## src/rtl/room_move_encoder.sv

```systemverilog
// Pushbutton front end for the room FSM: synchronize, debounce, reject chords, emit one-hot move pulses.
// Optional auto-repeat while a single button is held: define ROOM_MOVE_AUTOREPEAT_EN.
module room_move_encoder #(
  parameter int DB_CYCLES     = 4,
  parameter int CNT_W         = 8,
  parameter int REPEAT_CYCLES = 16
) (
  input  logic             clk,
  input  logic             reset_n,
  input  logic             btn_n,
  input  logic             btn_s,
  input  logic             btn_e,
  input  logic             btn_w,
  input  logic             win,
  input  logic             d,
  output logic             n,
  output logic             s,
  output logic             e,
  output logic             w,
  output logic             reject,
  output logic             locked,
  output logic [CNT_W-1:0] move_cnt
);
  localparam int DCW = $clog2(DB_CYCLES);
  localparam logic [DCW-1:0] DB_LAST = DCW'(DB_CYCLES - 1);

  typedef enum logic [2:0] {IDLE, DEBOUNCE, FIRE, HOLD, LOCKED} state_t;

  state_t           state_q, state_d;
  logic [3:0]       sync1_q, sync2_q;
  logic [3:0]       cap_q, cap_d;
  logic [DCW-1:0]   cnt_q, cnt_d;
  logic [CNT_W-1:0] move_cnt_q, move_cnt_d;
  logic [3:0]       dir_q, dir_d;
  logic             rej_q, rej_d;
  logic [3:0]       v;
  logic             cap_onehot;
`ifdef ROOM_MOVE_AUTOREPEAT_EN
  localparam int RCW = $clog2(REPEAT_CYCLES);
  localparam logic [RCW-1:0] RPT_LAST = RCW'(REPEAT_CYCLES - 1);
  logic [RCW-1:0]   rpt_q, rpt_d;
`endif

  assign v          = sync2_q;
  assign cap_onehot = (cap_q != 4'd0) && ((cap_q & (cap_q - 4'd1)) == 4'd0);

  always_ff @(posedge clk or negedge reset_n) begin
    if (!reset_n) begin
      sync1_q <= '0;
      sync2_q <= '0;
    end else begin
      sync1_q <= {btn_n, btn_s, btn_e, btn_w};
      sync2_q <= sync1_q;
    end
  end

  always_comb begin
    state_d    = state_q;
    cap_d      = cap_q;
    cnt_d      = cnt_q;
    move_cnt_d = move_cnt_q;
    dir_d      = '0;
    rej_d      = 1'b0;
`ifdef ROOM_MOVE_AUTOREPEAT_EN
    rpt_d      = '0;
`endif
    case (state_q)
      IDLE: begin
        cnt_d = '0;
        if (v != 4'd0) begin
          state_d = DEBOUNCE;
          cap_d   = v;
        end
      end
      DEBOUNCE: begin
        if (v != cap_q) begin
          state_d = IDLE;
          cnt_d   = '0;
        end else if (cnt_q == DB_LAST) begin
          cnt_d = '0;
          if (cap_onehot) state_d = FIRE;
          else begin
            state_d = HOLD;
            rej_d   = 1'b1;
          end
        end else cnt_d = cnt_q + 1'b1;
      end
      FIRE: begin
        state_d = HOLD;
        cnt_d   = '0;
      end
      HOLD: begin
        // Release counter only advances while every button reads released.
        if (v != 4'd0) cnt_d = '0;
        else if (cnt_q == DB_LAST) begin
          state_d = IDLE;
          cnt_d   = '0;
        end else cnt_d = cnt_q + 1'b1;
`ifdef ROOM_MOVE_AUTOREPEAT_EN
        if (v == cap_q && cap_onehot) begin
          if (rpt_q == RPT_LAST) state_d = FIRE;
          else rpt_d = rpt_q + 1'b1;
        end
`endif
      end
      LOCKED: ;
      default: state_d = IDLE;
    endcase
    // Game over wins over every other transition, so a pending FIRE is dropped.
    if (win || d) begin
      state_d = LOCKED;
      rej_d   = 1'b0;
    end
    if (state_d == FIRE) begin
      dir_d = cap_q;
      if (move_cnt_q != {CNT_W{1'b1}}) move_cnt_d = move_cnt_q + 1'b1;
    end
  end

  always_ff @(posedge clk or negedge reset_n) begin
    if (!reset_n) begin
      state_q    <= IDLE;
      cap_q      <= '0;
      cnt_q      <= '0;
      move_cnt_q <= '0;
      dir_q      <= '0;
      rej_q      <= 1'b0;
`ifdef ROOM_MOVE_AUTOREPEAT_EN
      rpt_q      <= '0;
`endif
    end else begin
      state_q    <= state_d;
      cap_q      <= cap_d;
      cnt_q      <= cnt_d;
      move_cnt_q <= move_cnt_d;
      dir_q      <= dir_d;
      rej_q      <= rej_d;
`ifdef ROOM_MOVE_AUTOREPEAT_EN
      rpt_q      <= rpt_d;
`endif
    end
  end

  assign {n, s, e, w} = dir_q;
  assign reject       = rej_q;
  assign locked       = (state_q == LOCKED);
  assign move_cnt     = move_cnt_q;
endmodule

```

## config.mk

```make
export PLATFORM = sky130hd
export DESIGN_NAME = room_move_encoder
export DESIGN_NICKNAME = d
export VERILOG_FILES = /design/src/rtl/room_move_encoder.sv
export SDC_FILE = /design/constraint.sdc
export NUM_CORES = 1
export LEC_CHECK = 0
export BUFFER_PORTS_ARGS = -buffer_cell sky130_fd_sc_hd__buf_2
export CAP_MARGIN = 5
export CORE_ASPECT_RATIO = 1.5
export CORE_MARGIN = 2
export CORE_UTILIZATION = 49
export CTS_CLUSTER_SIZE = 16
export DETAILED_ROUTE_END_ITERATION = 8
export GPL_TIMING_DRIVEN = 0
export HOLD_SLACK_MARGIN = 0.05
export PLACE_DENSITY = 0.74
export SYNTH_ARGS = -nofsm -noshare
export SYNTH_HDL_FRONTEND = slang
export SYNTH_SLANG_ARGS = --single-unit
export TNS_END_PERCENT = 20
```

## constraint.sdc

```tcl
create_clock -name clk -period 2.1 [get_ports clk]
set_input_delay 0.21 -clock clk [delete_from_list [all_inputs] [get_ports clk]]
set_output_delay 0.21 -clock clk [all_outputs]
set_load 0.005 [all_outputs]
```

==> results of run 1 <==
[logic make-up after synthesis]
family,synth area share
compound gates,0.105
buf+inv,0.00865
flops,0.577
fa+ha+maj,0.0192
xor+xnor,0.0856
mux,0.0202
simple gates,0.185
[layer usage]
metal,routed length [um],vias to the layer above,GRT usage
met2,1210,23,0.300
met1,945,445,0.196
met5,0,-,0
met4,66,0,0.118
met3,82,8,0.0488
li1,-,458,-
[state kept, by name, indices dropped and copies added (netlist names)]
register / count
state_q: 3
cnt_q: 2
reject: 1
sync2_q: 4
dir_q: 4
cap_q: 4
sync1_q: 4
move_cnt: 8
[worst max-delay path: stages (launching register included)]
cell and delay (ns):
dfrtp_2 0.44, buf_4 0.16, o21ai_0 0.20, o211ai_1 0.21
a211oi_2 0.46, nand2_1 0.13, mux2_4 0.31
[power by group through the flow]
stage / registers [mW] / clock network (mW) / logic (mW)
finish: 0.599 / 0.361 / 0.0518
global route: 0.601 / 0.392 / 0.0583
CTS: 0.597 / 0.369 / 0.0500
detailed placement: 0.608 / 0 / 0.0391
global placement: 0.607 / 0 / 0.0377
floorplan: 0.606 / 0 / 0.0191
[cells in the final DEF, fill, tap and decap left out, types with 3 or more instances in the layout]
cell           synthesis  layout
clkbuf_4               0       5
a22o_1                 3       3
nand4_1                5       5
nand3_1                4       4
dfrtp_1               30      26
xnor2_1                7       5
nand2_1                7       7
o21ai_0                3       3
buf_4                  0       4
xnor2_2                2       4
buf_2                  0      21
dlygate4sd3_1          0       5
nor2_1                 5       5
dfrtp_2                0       4
and2_1                 3       3
nand2b_1               3       3
[what timing repair did]
item,CTS,global route
resized for setup,5,3
endpoints found under the setup margin,1,2
hold buffers,5,0
pin swaps,1,2
buffers inserted,3,1
endpoints found under the hold margin,34,0
[cell type report]
type | instances | area (um^2) | share of cell area
plain buffers | 1 | 3.75 | 0.00232
clock buffers | 6 | 51.3 | 0.0318
clock inverters | 2 | 12.5 | 0.00775
inverters | 2 | 7.51 | 0.00465
multi-input cells | 72 | 569 | 0.352
flip-flops and latches | 30 | 756 | 0.468
well taps | 24 | 30.0 | 0.0186
repair buffers | 30 | 185 | 0.115
[worst paths after layout]
check | endpoint | slack, ns | cells past startpoint
worst max-delay path | move_cnt[6] | 0.08 | 6
worst min-delay path | state_q[2] | 0.14 | 3
worst max register to register | move_cnt[6] | 0.08 | 6
worst min register to register | sync2_q[1] | 0.35 | 0
max in group asynchronous | cap_q[2] | 1.22 | 2
min in group asynchronous | cap_q[0] | 0.43 | 2
[synth_stat cells, types with 2 or more instances]
cell type and n:
a21oi_1 2, a22o_1 3, o21ai_0 3, xnor2_2 2, nand4_1 5, and2_1 3
a32o_1 2, nor2_1 5, nand2b_1 3, dfrtp_1 30, xor2_1 2, or4_4 2
nand3_1 4, ha_1 2, and3_1 2, xnor2_1 7, nand2_1 7
[per-stage QoR]
step | worst slack [ns] | hold slack [ns] | utilization
floorplan | 0.0783 | -0.0856 | -
global placement | -0.0613 | 0.261 | 0.580
detailed placement | -0.113 | 0.265 | 0.580
CTS | 0.0122 | 0.133 | 0.642
global route | -0.0176 | 0.151 | 0.652
finish | 0.0817 | 0.138 | 0.652
==> results.py, run 1 <==
metrics = {
    "hold_path": {
        "hold_class": "input port to register",
        "worstHoldStart": "win",
    },
    "power": {
        "p_sw_uw": 237,
        "p_int_uw": 774,
        "power_mw": 1.01,
        "swShare": 0.235,
        "clockPowerShare": 0.357,
        "peakVddDrop_mv": 0.575,
        "p_seq_frac": 0.592,
        "combPwrFrac": 0.051,
        "powerDensity_nw_per_um2": 626,
        "leakagePower_nw": 0.778,
    },
    "placement": {
        "dp_hpwl_um": 1570,
        "place.gp.congestion": 0.730,
        "placement.io_buffers": 21,
        "placed_area_um2": 1440,
        "placed_cells": 150,
    },
    "sta": {
        "fmax_ghz": 0.495,
        "finalSetupViolCount": 0,
        "post-route-period-util": 0.961,
        "tns_ns": 0,
        "period_minus_slack_ns": 2.02,
        "fin_skew_ns": 0.00828,
        "worst_slew_pin_slew_ns": 0.635,
        "slew_headroom": 0.577,
        "report.final.slew_viol_count": 0,
        "hold_viol_final": 0,
    },
    "logic_synthesis": {
        "ys_async_sr_fraction": 1.00,
        "yosys.area.top_type_share": 0.577,
        "synth-edff-count": 0,
        "yosys_warnings": 0,
        "synth_top_area_cell": "dfrtp_1",
        "yosysSeqAreaShare": 0.577,
        "ys_seq_elements": 30,
        "netlist_area_um2": 1300,
        "synthDistinctLibCells": 38,
        "syn_area_per_cell_um2": 12.4,
        "synth.area.top_cells": "dfrtp_1 58%, xnor2_1 4.7%, xnor2_2 2.5%",
        "syn_nets": 115,
        "syn_inst": 105,
        "ys.flop_type": "dfrtp_1",
    },
    "outcome": {
        "status": "completed",
    },
    "setup_path": {
        "cp_max_fo": 6,
        "setup.worst_path.start": "cap_q[3]",
        "path_class": "register to register",
        "cp_data_arrival_time_ns": 2.24,
        "cp.required_ns": 2.32,
        "setup.worst_path.start_class": "register",
        "cp-end-kind": "register",
        "r2r_start": "cap_q[3]",
    },
    "global_routing": {
        "antenna_found_initial": 0,
        "grt_max_degree": 31,
        "first_global_vias": 912,
        "grt.overflow.total": 0,
        "grt_usage": 0.182,
        "grt_pass1_wl_um": 3840,
    },
    "detailed_routing": {
        "viasPerCell": 5.59,
        "first_pass_iters": 4,
        "drt_iter0_markers": 9,
        "wl_per_cell_um": 13.8,
        "drcViolationCount": 0,
        "wl_um": 2310,
        "vias": 934,
        "drt.antenna.violating_nets": 0,
    },
    "clocking": {
        "cts_tree": "done",
        "clock-sinks": 30,
        "clk_latency_ns": 0.33,
        "clk_path_buf_depth": 2,
        "cts_buffers": 5,
        "path_clk_slew_ns": 0.10,
        "htree_levels": 2,
        "cts_root_buffer": "clkbuf_4",
    },
    "floorplanning": {
        "io_pins": 22,
        "core_um2": 2480,
        "initial_core_util": 0.525,
        "fp.dieW_um": 46.1,
        "die_area_um2": 3090,
        "rows": 22,
        "die_y_um": 67.1,
    },
    "final_layout": {
        "final_area_um2": 1620,
        "areaGrowthSynthToFinish_pct": 24.1,
        "layout.nets": 152,
        "layout-drive-gt1-share": 0.357,
        "fin_cells": 167,
        "n_antenna_cell": 0,
        "nFillCells": 198,
    },
    "run": {
        "drv_cap": 0,
    },
}
Note: power is estimated with default switching activity, not from simulation.
==> inputs of run 2 (changes only) <==
--- a/config.mk
+++ b/config.mk
@@ -15,6 +15,7 @@
 export GPL_TIMING_DRIVEN = 0
 export HOLD_SLACK_MARGIN = 0.05
 export PLACE_DENSITY = 0.74
+export RECOVER_POWER = 100
 export SYNTH_ARGS = -nofsm -noshare
 export SYNTH_HDL_FRONTEND = slang
 export SYNTH_SLANG_ARGS = --single-unit
==> run 2 against run 1 <==
  * Routed wire length down 0.30%
  * Cell count unchanged
  * Die area unchanged
  * Combinational power down 3%
  * Count of clock-buffer cells in the layout unchanged
  * Utilization down 0.96 points
  * Clock power about the same
  * Non-clock buffer count unchanged
  * Largest cell class unchanged
  * Clock skew up 0.0013 ns
  * Via count up 0.75%
  * Sequential share of layout area up 0.70 points
==> results.py, run 2 (synthesized netlist as in run 1, its figures left out) <==
metrics = {
    "final_layout": {
        "final_common_cell": "dfrtp_1",
        "n_antenna_cell": 0,
        "areaGrowthSynthToFinish_pct": 22.3,
        "largest_reg_flops": 8,
        "layout-drive-gt1-share": 0.287,
        "layout.nets": 152,
        "final_cell_mix": "26 x dfrtp_1, 14 x buf_2, 9 x clkbuf_1, 7 x nand2_1",
        "final_area_um2": 1590,
    },
    "detailed_routing": {
        "drt_iter0_markers": 6,
        "viasPerCell": 5.63,
        "vias": 941,
        "drcViolationCount": 0,
        "wl_um": 2300,
        "drt.antenna.violating_nets": 0,
        "first_pass_iters": 4,
        "wl_per_cell_um": 13.8,
    },
    "clocking": {
        "path_clk_slew_ns": 0.10,
        "clk_latency_ns": 0.33,
        "clk_path_buf_depth": 2,
        "clock-sinks": 30,
        "cts_tree": "done",
        "htree_levels": 2,
        "cts_root_buffer": "clkbuf_4",
        "cts_buffers": 5,
    },
    "global_routing": {
        "grt_usage": 0.182,
        "grt_max_degree": 31,
        "grt_pass1_wl_um": 3840,
        "grt.overflow.total": 0,
        "first_global_vias": 912,
        "antenna_found_initial": 0,
    },
    "setup_path": {
        "cp.required_ns": 2.32,
        "cpMaxStageDelayCell": "a211oi_2",
        "path_cells": "buf_4 -> o21ai_0 -> o211ai_1 -> a211oi_2 -> nand2_1 -> mux2_1",
        "cp_top_family": "compound AO/OA/AOI/OAI gates",
        "path_class": "register to register",
        "slowest_delay_ns": 0.46,
        "critPathBufInv": 1,
        "cp-end-kind": "register",
        "setup.worst_path.start_class": "register",
        "cp_data_arrival_time_ns": 2.23,
        "cp_max_fo": 6,
    },
    "outcome": {
        "status": "completed",
    },
    "sta": {
        "period_minus_slack_ns": 2.01,
        "finalSetupViolCount": 0,
        "tns_ns": 0,
        "fin_skew_ns": 0.00959,
        "slew_headroom": 0.581,
        "report.final.slew_viol_count": 0,
        "worst_slew_pin_slew_ns": 0.629,
        "hold_viol_final": 0,
        "post-route-period-util": 0.959,
        "fmax_ghz": 0.497,
    },
    "power": {
        "leakagePower_nw": 0.738,
        "powerDensity_nw_per_um2": 635,
        "peakVddDrop_mv": 0.575,
    },
    "floorplanning": {
        "rows": 22,
        "core_um2": 2480,
        "initial_core_util": 0.525,
        "fp.dieW_um": 46.1,
        "die_area_um2": 3090,
        "die_y_um": 67.1,
        "io_pins": 22,
    },
    "placement": {
        "dp_hpwl_um": 1570,
        "placement.io_buffers": 21,
        "placed_area_um2": 1440,
        "place.gp.congestion": 0.730,
    },
    "hold_path": {
        "hold_class": "input port to register",
    },
    "run": {
        "drv_cap": 0,
    },
}
[run 2: worst paths after layout]
check                            from           to  slack (ns)  cells after the start
max reg2reg                  cap_q[3]  move_cnt[6]        0.09                      6
min in group asynchronous     reset_n     cap_q[0]        0.42                      2
max in group asynchronous     reset_n     cap_q[2]        1.23                      2
max                          cap_q[3]  move_cnt[6]        0.09                      6
min                               win   state_q[2]        0.14                      3
min reg2reg                sync1_q[1]   sync2_q[1]        0.35                      0
[run 2: layout make-up]
type / instances / area, um^2
Inverter: 2 / 7.51
Timing Repair Buffer: 30 / 173
Clock buffer: 6 / 51.3
Clock inverter: 2 / 12.5
Sequential cell: 30 / 756
Multi-Input combinational cell: 72 / 558
Fill cell: 200 / 886
Tap cell: 24 / 30.0
Buffer: 1 / 3.75
[run 2: repair_timing]
action                                 4_1_cts  5_1_grt
setup buffers                                3        1
endpoints found under the hold margin       34        0
pin swaps                                    1        2
setup endpoints to repair                    1        2
hold buffers                                 5        0
gates resized for setup                      5        3
[run 2: per-stage QoR]
| stage | util | instances | power [mW] | worst slack (ns) | hold WS (ns) |
|---|---|---|---|---|---|
| global placement | 0.580 | 150 | 0.645 | -0.0613 | 0.261 |
| detailed placement | 0.580 | 150 | 0.647 | -0.113 | 0.265 |
| finish | 0.642 | 167 | 1.01 | 0.0859 | 0.139 |
| global route | 0.642 | 167 | 1.05 | -0.0137 | 0.151 |
| floorplan | - | 105 | 0.625 | 0.0783 | -0.0856 |
| CTS | 0.642 | 166 | 1.02 | 0.0122 | 0.133 |
[run 2: worst reg2reg max path, cell delays in order (launching register included)]
cell and delay, ns:
dfrtp_2 0.44, buf_4 0.16, o21ai_0 0.20, o211ai_1 0.21, a211oi_2 0.46, nand2_1 0.12
mux2_1 0.31
[run 2: metal layers]
metal,share of wire,global-route usage,up-vias
li1,-,-,458
met1,0.40,0.196,448
met2,0.53,0.300,27
met3,0.040,0.0488,8
met4,0.029,0.118,0
met5,0,0,-
[run 2: where the power goes]
group / switching, mW / internal [mW] / leakage [nW]
clock: 0.200 / 0.161 / 0.0343
sequential: 0.0111 / 0.587 / 0.388
combinational: 0.0256 / 0.0247 / 0.315
total: 0.237 / 0.773 / 0.738
